$ cat src/rtl/piso_parity_tx_pkg.sv
// piso_pkg: shared types and helpers for the parity serial transmitter
// and its matching receiver.
//   state_t      - transmitter frame state (IDLE, DATA, PARITY)
//   PARITY_EVEN  - ODD_PARITY value selecting even parity
//   PARITY_ODD   - ODD_PARITY value selecting odd parity
//   calc_parity  - parity bit for a data word (zero-extend words narrower
//                  than MAX_WORD)
package piso_pkg;

  typedef enum logic [1:0] {
    IDLE   = 2'd0,
    DATA   = 2'd1,
    PARITY = 2'd2
  } state_t;

  localparam int PARITY_EVEN = 0;
  localparam int PARITY_ODD  = 1;
  localparam int MAX_WORD    = 32;

  // Unused upper bits must be zero so they do not disturb the XOR.
  function automatic logic calc_parity(input logic [MAX_WORD-1:0] word,
                                       input logic odd);
    return (^word) ^ odd;
  endfunction

endpackage

$ cat src/rtl/piso_parity_tx.sv
// piso_parity_tx: parallel-in/serial-out transmitter. Each accepted word
// is sent LSB-first followed by one parity bit, one bit per en strobe.
// A one-word holding buffer allows frames to abut with no idle gap.
// Ports:
//   clk        - clock, rising edge
//   rst        - asynchronous active-low reset
//   en         - bit-period strobe; the shifter only advances when high
//   din        - parallel data word
//   din_valid  - din is valid this cycle
//   din_ready  - a word can be accepted this cycle
//   out        - serial data (IDLE_LVL between frames)
//   busy       - a frame is in progress
//   done       - high in the cycle the parity bit retires
module piso_parity_tx
  import piso_pkg::*;
#(
  parameter int WORD       = 8,
  parameter int ODD_PARITY = 0,
  parameter int IDLE_LVL   = 1
) (
  input  logic            clk,
  input  logic            rst,
  input  logic            en,
  input  logic [WORD-1:0] din,
  input  logic            din_valid,
  output logic            din_ready,
  output logic            out,
  output logic            busy,
  output logic            done
);

  localparam int   CW       = (WORD > 1) ? $clog2(WORD) : 1;
  localparam logic ODD_BIT  = 1'(ODD_PARITY);
  localparam logic IDLE_BIT = 1'(IDLE_LVL);

  state_t          state_reg, state_next;
  logic [WORD-1:0] shift_reg;
  logic [WORD-1:0] shift_next;
  logic [WORD-1:0] hold_reg;
  logic            hold_valid_reg;
  logic [CW-1:0]   cnt_reg;
  logic            par_reg;
  // Low during reset and for the first clock after it, so din_ready
  // stays low while rst is asserted.
  logic            live_reg;

  logic            xfer;
  logic            idle;
  logic            retire;
  logic            last_bit;
  logic            load_hold;
  logic            load_din;
  logic            load;
  logic [WORD-1:0] load_word;

  assign din_ready  = live_reg && !hold_valid_reg;
  assign xfer       = din_valid && din_ready;
  assign idle       = (state_reg == IDLE);
  assign retire     = (state_reg == PARITY) && en;
  assign last_bit   = (cnt_reg == CW'(WORD-1));
  assign shift_next = shift_reg >> 1;

  // The shifter loads when it is free (idle, or the current frame retires
  // this cycle). A pending hold word has priority; otherwise a word being
  // accepted right now goes straight in, skipping the hold buffer.
  assign load_hold = hold_valid_reg && (idle || retire);
  assign load_din  = xfer && !hold_valid_reg && (idle || retire);
  assign load      = load_hold || load_din;
  assign load_word = load_hold ? hold_reg : din;

  // State register
  always_ff @(posedge clk or negedge rst) begin
    if (!rst) begin
      state_reg <= IDLE;
    end else begin
      state_reg <= state_next;
    end
  end

  // Next-state logic
  always_comb begin
    state_next = state_reg;
    case (state_reg)
      IDLE: begin
        if (load) state_next = DATA;
      end
      DATA: begin
        if (en && last_bit) state_next = PARITY;
      end
      PARITY: begin
        if (en) state_next = load ? DATA : IDLE;
      end
      default: state_next = IDLE;
    endcase
  end

  // Outputs
  always_comb begin
    out  = IDLE_BIT;
    busy = 1'b0;
    done = 1'b0;
    case (state_reg)
      DATA: begin
        out  = shift_reg[0];
        busy = 1'b1;
      end
      PARITY: begin
        out  = par_reg;
        busy = 1'b1;
        done = en;
      end
      default: ;
    endcase
  end

  // Datapath: shifter, bit counter, parity accumulator, hold buffer.
  always_ff @(posedge clk or negedge rst) begin
    if (!rst) begin
      shift_reg      <= '0;
      hold_reg       <= '0;
      hold_valid_reg <= 1'b0;
      cnt_reg        <= '0;
      par_reg        <= 1'b0;
      live_reg       <= 1'b0;
    end else begin
      live_reg <= 1'b1;

      // The en strobe on a load edge is deliberately ignored so bit0
      // gets a full bit period.
      if (load) begin
        shift_reg <= load_word;
        cnt_reg   <= '0;
        par_reg   <= ODD_BIT ^ load_word[0];
      end else if ((state_reg == DATA) && en && !last_bit) begin
        shift_reg <= shift_next;
        cnt_reg   <= cnt_reg + CW'(1);
        par_reg   <= par_reg ^ shift_next[0];
      end

      if (xfer && !load_din) begin
        hold_reg <= din;
      end
      hold_valid_reg <= (hold_valid_reg && !load_hold) || (xfer && !load_din);
    end
  end

endmodule

$ cat config.mk
export PLATFORM = sky130hd
export DESIGN_NAME = piso_parity_tx
export DESIGN_NICKNAME = d
export VERILOG_FILES = /design/src/rtl/piso_parity_tx_pkg.sv /design/src/rtl/piso_parity_tx.sv
export SDC_FILE = /design/constraint.sdc
export NUM_CORES = 1
export LEC_CHECK = 0
export BUFFER_PORTS_ARGS = -buffer_cell sky130_fd_sc_hd__buf_2
export CORE_ASPECT_RATIO = 0.75
export CORE_MARGIN = 2
export CORE_UTILIZATION = 51
export CTS_CLUSTER_DIAMETER = 50
export DETAILED_ROUTE_END_ITERATION = 10
export GPL_TIMING_DRIVEN = 0
export PLACE_DENSITY = 0.72
export SLEW_MARGIN = 20
export SYNTH_ARGS = -nofsm -noshare
export SYNTH_HDL_FRONTEND = slang
export SYNTH_SLANG_ARGS = --single-unit
$ cat constraint.sdc
create_clock -name clk -period 2.2 [get_ports clk]
set_clock_uncertainty 0.05 [all_clocks]
set_input_delay 0.22 -clock clk [delete_from_list [all_inputs] [get_ports clk]]
set_output_delay 0.22 -clock clk [all_outputs]
set_load 0.03 [all_outputs]
==> flow_summary_export.csv, run 1 <==
group,metric,value,unit
pwr,swShare,40.7,%
pwr,clkPwrFrac,12.9,%
placement,placed_cells,154,
worst_hold_path,holdCritPathClass,"primary input to register",
synth,synthAdderAreaFrac,7.01,%
worst_setup_path,crit_required,2.37,ns
clock_tree,cts_buffer_depth,2,
clock_tree,post-cts-setup-buffer-count,0,
synth,synth-seq-cells,24,
placement,place_hpwl,1870,um
floorplan,dieArea,0.00286,mm^2
synth,avgSynthCellArea,11.9,um^2
worst_setup_path,crit_path_max_incr_delay,0.46,ns
clock_tree,cts_tree,"built",
floorplan,die_h,46.9,um
route,viasPerCell,5.57,
route,wl,2530,um
floorplan,initial_core_util,54.1,%
sta,fmax,506,MHz
outcome,status,"completed",
synth,synth_simple_gate_area_share,15.6,%
final_layout,drive_gt1_share,28.0,%
synth,synth_mux_area_share,15.4,%
final_layout,multiInputGateArea,614,um^2
sta,fin_crit_sh,89.8,%
floorplan,die_width,61.1,um
synth,synth_xor_area_share,1.40,%
synth,synthesis.nets,124,
pwr,power_frac_seq,41.3,%
sta,period_needed,1.98,ns
sta,drv_slew,0,
sta,max_slew.worst_pin.slew,0.645,ns
final_layout,synthToLayoutAreaGrowth,13.1,%
synth,synth_top_family_by_area,"simple AND/OR/NAND/NOR gates",
grt,grt_start_max_net_pins,25,
synth,netlist_instances,105,
clock_tree,htree_levels,1,
sta,setup_viol,0,
synth,synth_area,0.00125,mm^2
sta,relSlewSlack,55.9,%
route,dr.pass1.iters,4,
placement,gp_congestion,0.736,
route,num_vias,885,
pwr,power_per_cell_area,1310,mW/mm^2
pwr,irDropWorstVdd,679,uV
clock_tree,clkTransAtPathRegs,0.13,ns
clock_tree,insertion_delay,0.32,ns
grt,antenna_found_initial,0,
synth,ys_seq_area_share,48.1,%
worst_setup_path,critPathArrivalTime,2.15,ns
floorplan,io_pins,16,
clock_tree,cts_num_sinks,24,
route,drtAntennaViolNets,0,
sta,setup_tns,0,ns
grt,grt_pass1_vias,917,
pwr,switchingPower,0.757,mW
worst_setup_path,cp-end-kind,"register",
final_layout,nets,145,
final_layout,layout_common_cells,"dfrtp_1, buf_2, nor3_1, mux2i_1, ha_1",
synth,yosys_warnings,0,
grt,track_usage,20.8,%
route,drt-initial-drc-count,19,
sta,rsz0062_at_grt,"no",
synth,synth_compound_area_share,9.42,%
worst_setup_path,cp_max_fo,8,
final_layout,final_common_cell,"dfrtp_1",
synth,yosysUniqueCellTypes,30,
worst_setup_path,critical_path_class,"register to register",
pwr,comb_power_share,45.7,%
worst_setup_path,cp-start-kind,"register",
floorplan,placementRows,15,
grt,overflow,0,
final_layout,stdcell_count,159,
final_layout,seqCellArea,601,um^2
placement,io_buffer_count,15,
final_layout,num_antenna_cells,0,
grt,grt_pass1_wl,4190,um
worst_setup_path,crit_path_cell_trace,"inv_1, ha_1, and2_4, nor3_4, mux2_2",
route,drc,0,
flow_run,cap_violations,0,
pwr,p_leak,0.677,nW
sta,hold_violations,0,
final_layout,fill_cells,208,
pwr,intPower,1.10,mW
clock_tree,cts_buffers,3,
worst_setup_path,reg2reg_slack,0.22,ns
route,detail_route.wl_per_cell,15.9,um
clock_tree,cts-root-buf,"clkbuf_4",
floorplan,coreArea,0.00231,mm^2
worst_setup_path,crit_path_top_delay_cell,"dfrtp_1",
==> synth_stat cells, drive strengths merged <==
| cell | count | area, um^2 |
|---|---|---|
| nor3 | 9 | 56.3 |
| xor2 | 2 | 17.5 |
| conb | 1 | 3.75 |
| nand4b | 1 | 8.76 |
| mux2i | 8 | 80.1 |
| a21oi | 3 | 22.5 |
| a222oi | 1 | 10.0 |
| dfrtp | 24 | 601 |
| nor3b | 6 | 45.0 |
| a22oi | 1 | 7.51 |
| or2 | 1 | 6.26 |
| ha | 7 | 87.6 |
| a211oi | 6 | 45.0 |
| a2111oi | 2 | 17.5 |
| a31o | 1 | 8.76 |
| and2 | 1 | 8.76 |
| nand3b | 2 | 27.5 |
| nor2b | 2 | 12.5 |
| nor2 | 5 | 18.8 |
| buf | 3 | 15.0 |
| mux2 | 10 | 113 |
| inv | 4 | 15.0 |
| nand2 | 3 | 11.3 |
| a31oi | 1 | 6.26 |
| clkbuf | 1 | 3.75 |
==> cell families after synthesis <==
| family | after synthesis |
|---|---|
| mux | 18 |
| xor+xnor | 2 |
| simple gates | 30 |
| fa+ha+maj | 7 |
| other cells | 1 |
| compound gates | 15 |
| flops | 24 |
| buf+inv | 8 |
==> through the flow <==
step / cell area, um^2 / worst slack [ns] / hold slack (ns) / utilization, % / total power [mW]
after floorplan: 1250 / 0.449 / -0.126 / - / 1.39
after global placement: 1370 / 0.299 / 0.184 / 59.2 / 1.56
after detailed placement: 1370 / 0.207 / 0.179 / 59.2 / 1.63
after CTS: 1410 / 0.177 / 0.0739 / 61.2 / 1.87
after global routing: 1410 / 0.116 / 0.0583 / 61.2 / 1.99
final: 1410 / 0.224 / 0.0722 / 61.2 / 1.86
==> critical path: cells and delay by family, from the launching register on <==
kind	cells	cell delay, ns
fa+ha+maj	1	0.26
buf+inv	1	0.10
flops	1	0.46
mux	1	0.40
simple gates	2	0.61
==> metal layers <==
metal | track usage [%] | share of wire, %
met5 | 0 | 0
met4 | 6.09 | 1.2
met3 | 6.34 | 5.3
met2 | 34.7 | 49
met1 | 26.6 | 44
==> worst paths after layout <==
check,depth (start not counted),endpoint,start
worst max-delay path,5,hold_reg[2]$_DFFE_PN0P_,state_reg[0]$_DFFE_PN0P_
worst min-delay path,2,hold_reg[7]$_DFFE_PN0P_,din[7]
worst max register to register,5,hold_reg[2]$_DFFE_PN0P_,state_reg[0]$_DFFE_PN0P_
worst min register to register,1,hold_reg[7]$_DFFE_PN0P_,hold_reg[7]$_DFFE_PN0P_
max in group asynchronous,2,hold_reg[5]$_DFFE_PN0P_,rst
min in group asynchronous,2,state_reg[1]$_DFFE_PN0P_,rst
==> area by class of cell <==
cell class / instances / share of cell area (%)
tap: 34 / 3.01
clock buffer: 4 / 2.57
inverter: 4 / 1.06
multi-input combinational: 73 / 43.5
buffer: 4 / 1.33
sequential: 24 / 42.5
timing repair buffer: 16 / 6.02
==> power groups by stage <==
stage	Sequential (mW)	Combinational, mW	Clock [mW]
after floorplan	0.734	0.657	0
after global placement	0.755	0.806	0
after detailed placement	0.778	0.850	0
after CTS	0.766	0.857	0.245
after global routing	0.787	0.937	0.265
final	0.768	0.849	0.240
==> repair_timing <==
item / in CTS / in global routing
gates resized for setup: 0 / 0
hold endpoints to repair: 24 / 0
hold buffers: 1 / 0
(Power assumes the default switching activity.)
==> run 2, diff against run 1 <==
--- a/config.mk
+++ b/config.mk
@@ -6,14 +6,15 @@
 export NUM_CORES = 1
 export LEC_CHECK = 0
 export BUFFER_PORTS_ARGS = -buffer_cell sky130_fd_sc_hd__buf_2
+export CELL_PAD_IN_SITES_DETAIL_PLACEMENT = 1
+export CELL_PAD_IN_SITES_GLOBAL_PLACEMENT = 1
 export CORE_ASPECT_RATIO = 0.75
 export CORE_MARGIN = 2
-export CORE_UTILIZATION = 51
+export CORE_UTILIZATION = 45
 export CTS_CLUSTER_DIAMETER = 50
 export DETAILED_ROUTE_END_ITERATION = 10
 export GPL_TIMING_DRIVEN = 0
-export PLACE_DENSITY = 0.72
-export SLEW_MARGIN = 20
+export PLACE_DENSITY_LB_ADDON = 0.1
 export SYNTH_ARGS = -nofsm -noshare
 export SYNTH_HDL_FRONTEND = slang
 export SYNTH_SLANG_ARGS = --single-unit
==> run 2 against run 1 <==
First-iteration DRC count increased by 58%. Register-to-register slack improved by 0.07 ns. Critical endpoint unchanged. Highest routed layer is now met3. Sequential cell count unchanged. Power fell by 0.47%. Clock power increased by 6%. Non-clock buffer count did not move.
==> flow_summary_export.csv, run 2 (synthesis gave the netlist of run 1 again) <==
group,metric,value,unit
floorplan,dieArea,0.00322,mm^2
worst_setup_path,crit_path_cell_trace,"inv_1, ha_1, and2_4, nor3_4, mux2_2",
worst_hold_path,hold_path.startpoint,"din[6]",
grt,overflow,0,
route,num_vias,861,
route,wl,2510,um
worst_setup_path,crit_required,2.30,ns
floorplan,placementRows,16,
grt,track_usage,18.1,%
final_layout,final_common_cell,"dfrtp_1",
worst_setup_path,cp-start-kind,"register",
clock_tree,htree_levels,1,
worst_setup_path,cp_max_fo,8,
clock_tree,cts_hold_buf,1,
floorplan,coreArea,0.00262,mm^2
final_layout,layout_common_cells,"dfrtp_1, buf_2, nor3_1, mux2i_1, ha_1",
floorplan,die_h,49.6,um
worst_hold_path,holdCritPathClass,"primary input to register",
sta,fin_ws,0.297,ns
grt,antenna_found_initial,0,
route,viasPerCell,5.38,
worst_setup_path,crit_path_top_delay_cell,"dfrtp_1",
clock_tree,cts_resized,0,
worst_setup_path,r2r-start,"state_reg[0]$_DFFE_PN0P_",
floorplan,initial_core_util,47.6,%
placement,gp_congestion,0.738,
worst_setup_path,r2r-end,"hold_reg[2]$_DFFE_PN0P_",
clock_tree,cts_tree,"built",
sta,rsz0062_at_grt,"no",
pwr,power_per_cell_area,1300,mW/mm^2
worst_setup_path,critPathArrivalTime,2.00,ns
route,dr.pass1.iters,4,
worst_hold_path,holdPathEnd,"hold_reg[6]$_DFFE_PN0P_",
placement,dp_slack,0.279,ns
worst_setup_path,crit_path_max_incr_delay,0.42,ns
worst_setup_path,reg2reg_slack,0.30,ns
worst_setup_path,reg2reg_depth,5,
pwr,irDropWorstVdd,601,uV
route,detail_route.wl_per_cell,15.7,um
worst_setup_path,cp-end-kind,"register",
final_layout,nets,145,
clock_tree,cts_buffer_depth,2,
worst_setup_path,critical_path_class,"register to register",
clock_tree,cts_buffers,3,
sta,setup_tns,0,ns
grt,grt_pass1_vias,930,
sta,drv_slew,0,
route,drt-initial-drc-count,30,
worst_hold_path,min_delay_path_depth,2,
final_layout,drive_gt1_share,27.4,%
sta,hold_violations,0,
sta,fmax,526,MHz
clock_tree,post-cts-setup-buffer-count,0,
grt,grt_pass1_wl,4380,um
floorplan,die_width,64.8,um
clock_tree,clkTransAtPathRegs,0.08,ns
clock_tree,cts-root-buf,"clkbuf_8",
placement,io_buffer_count,15,
floorplan,io_pins,16,
sta,fin_crit_sh,86.5,%
flow_run,cap_violations,0,
outcome,status,"completed",
route,drc,0,
final_layout,synthToLayoutAreaGrowth,13.7,%
route,drtAntennaViolNets,0,
clock_tree,cts_num_sinks,24,
sta,setup_viol,0,
sta,whs,0.138,ns
clock_tree,insertion_delay,0.26,ns
sta,period_needed,1.90,ns
grt,grt_start_max_net_pins,25,
final_layout,num_antenna_cells,0,
placement,place_hpwl,1830,um
sta,relSlewSlack,53.4,%
sta,max_slew.worst_pin.slew,0.681,ns
pwr,p_leak,0.678,nW
final_layout,fill_cells,290,
-- run 2: power by group --
group          leakage, nW  internal [mW]  switching (mW)
logic                0.366          0.357           0.476
clock network       0.0216          0.122           0.132
registers            0.290          0.641           0.119
-- run 2: layer usage --
layer,up-vias,wire length [um],global-route usage (%)
li1,419,-,-
met1,425,1210,25.2
met2,17,1180,29.2
met3,0,124,4.79
met4,0,0,2.13
met5,-,0,0
-- run 2: metrics by stage --
stage	utilization, %	instance area, um^2	total power, mW	cells
after floorplan	-	1250	1.39	105
after global placement	52.2	1370	1.57	156
after detailed placement	52.2	1370	1.62	156
after CTS	54.2	1420	1.88	160
after global routing	54.2	1420	2.02	160
final	54.2	1420	1.85	160
-- run 2: worst max-delay path, delay by kind of cell, from the launching register on --
family | cells | cell delay [ns]
AND/OR/NAND/NOR | 2 | 0.60
flip-flops | 1 | 0.42
multiplexers | 1 | 0.39
adder cells (fa/ha/maj) | 1 | 0.26
buffers and inverters | 1 | 0.08
-- run 2: how the worst max path moves through the flow --
| stage | startpoint | endpoint | slack, ns | depth (start not counted) |
|---|---|---|---|---|
| 6_report | state_reg[0]$_DFFE_PN0P_ | hold_reg[2]$_DFFE_PN0P_ | 0.30 | 5 |
| 3_3_place_gp | state_reg[0]$_DFFE_PN0P_ | hold_reg[4]$_DFFE_PN0P_ | 0.29 | 5 |
| 4_1_cts | state_reg[0]$_DFFE_PN0P_ | hold_reg[2]$_DFFE_PN0P_ | 0.26 | 5 |
| 3_5_place_dp | state_reg[0]$_DFFE_PN0P_ | hold_reg[4]$_DFFE_PN0P_ | 0.28 | 5 |
| 5_1_grt | state_reg[0]$_DFFE_PN0P_ | shift_reg[3]$_DFFE_PN0P_ | 0.13 | 6 |
| 2_1_floorplan | state_reg[0]$_DFFE_PN0P_ | hold_reg[0]$_DFFE_PN0P_ | 0.45 | 5 |
-- run 2: cell type report --
class | instances | area (um^2) | area share (%)
multi-input combinational | 73 | 614 | 43.3
sequential | 24 | 601 | 42.3
timing repair buffer | 16 | 85.1 | 5.99
tap | 36 | 45.0 | 3.17
clock buffer | 3 | 41.3 | 2.91
buffer | 4 | 18.8 | 1.32
inverter | 4 | 15.0 | 1.06
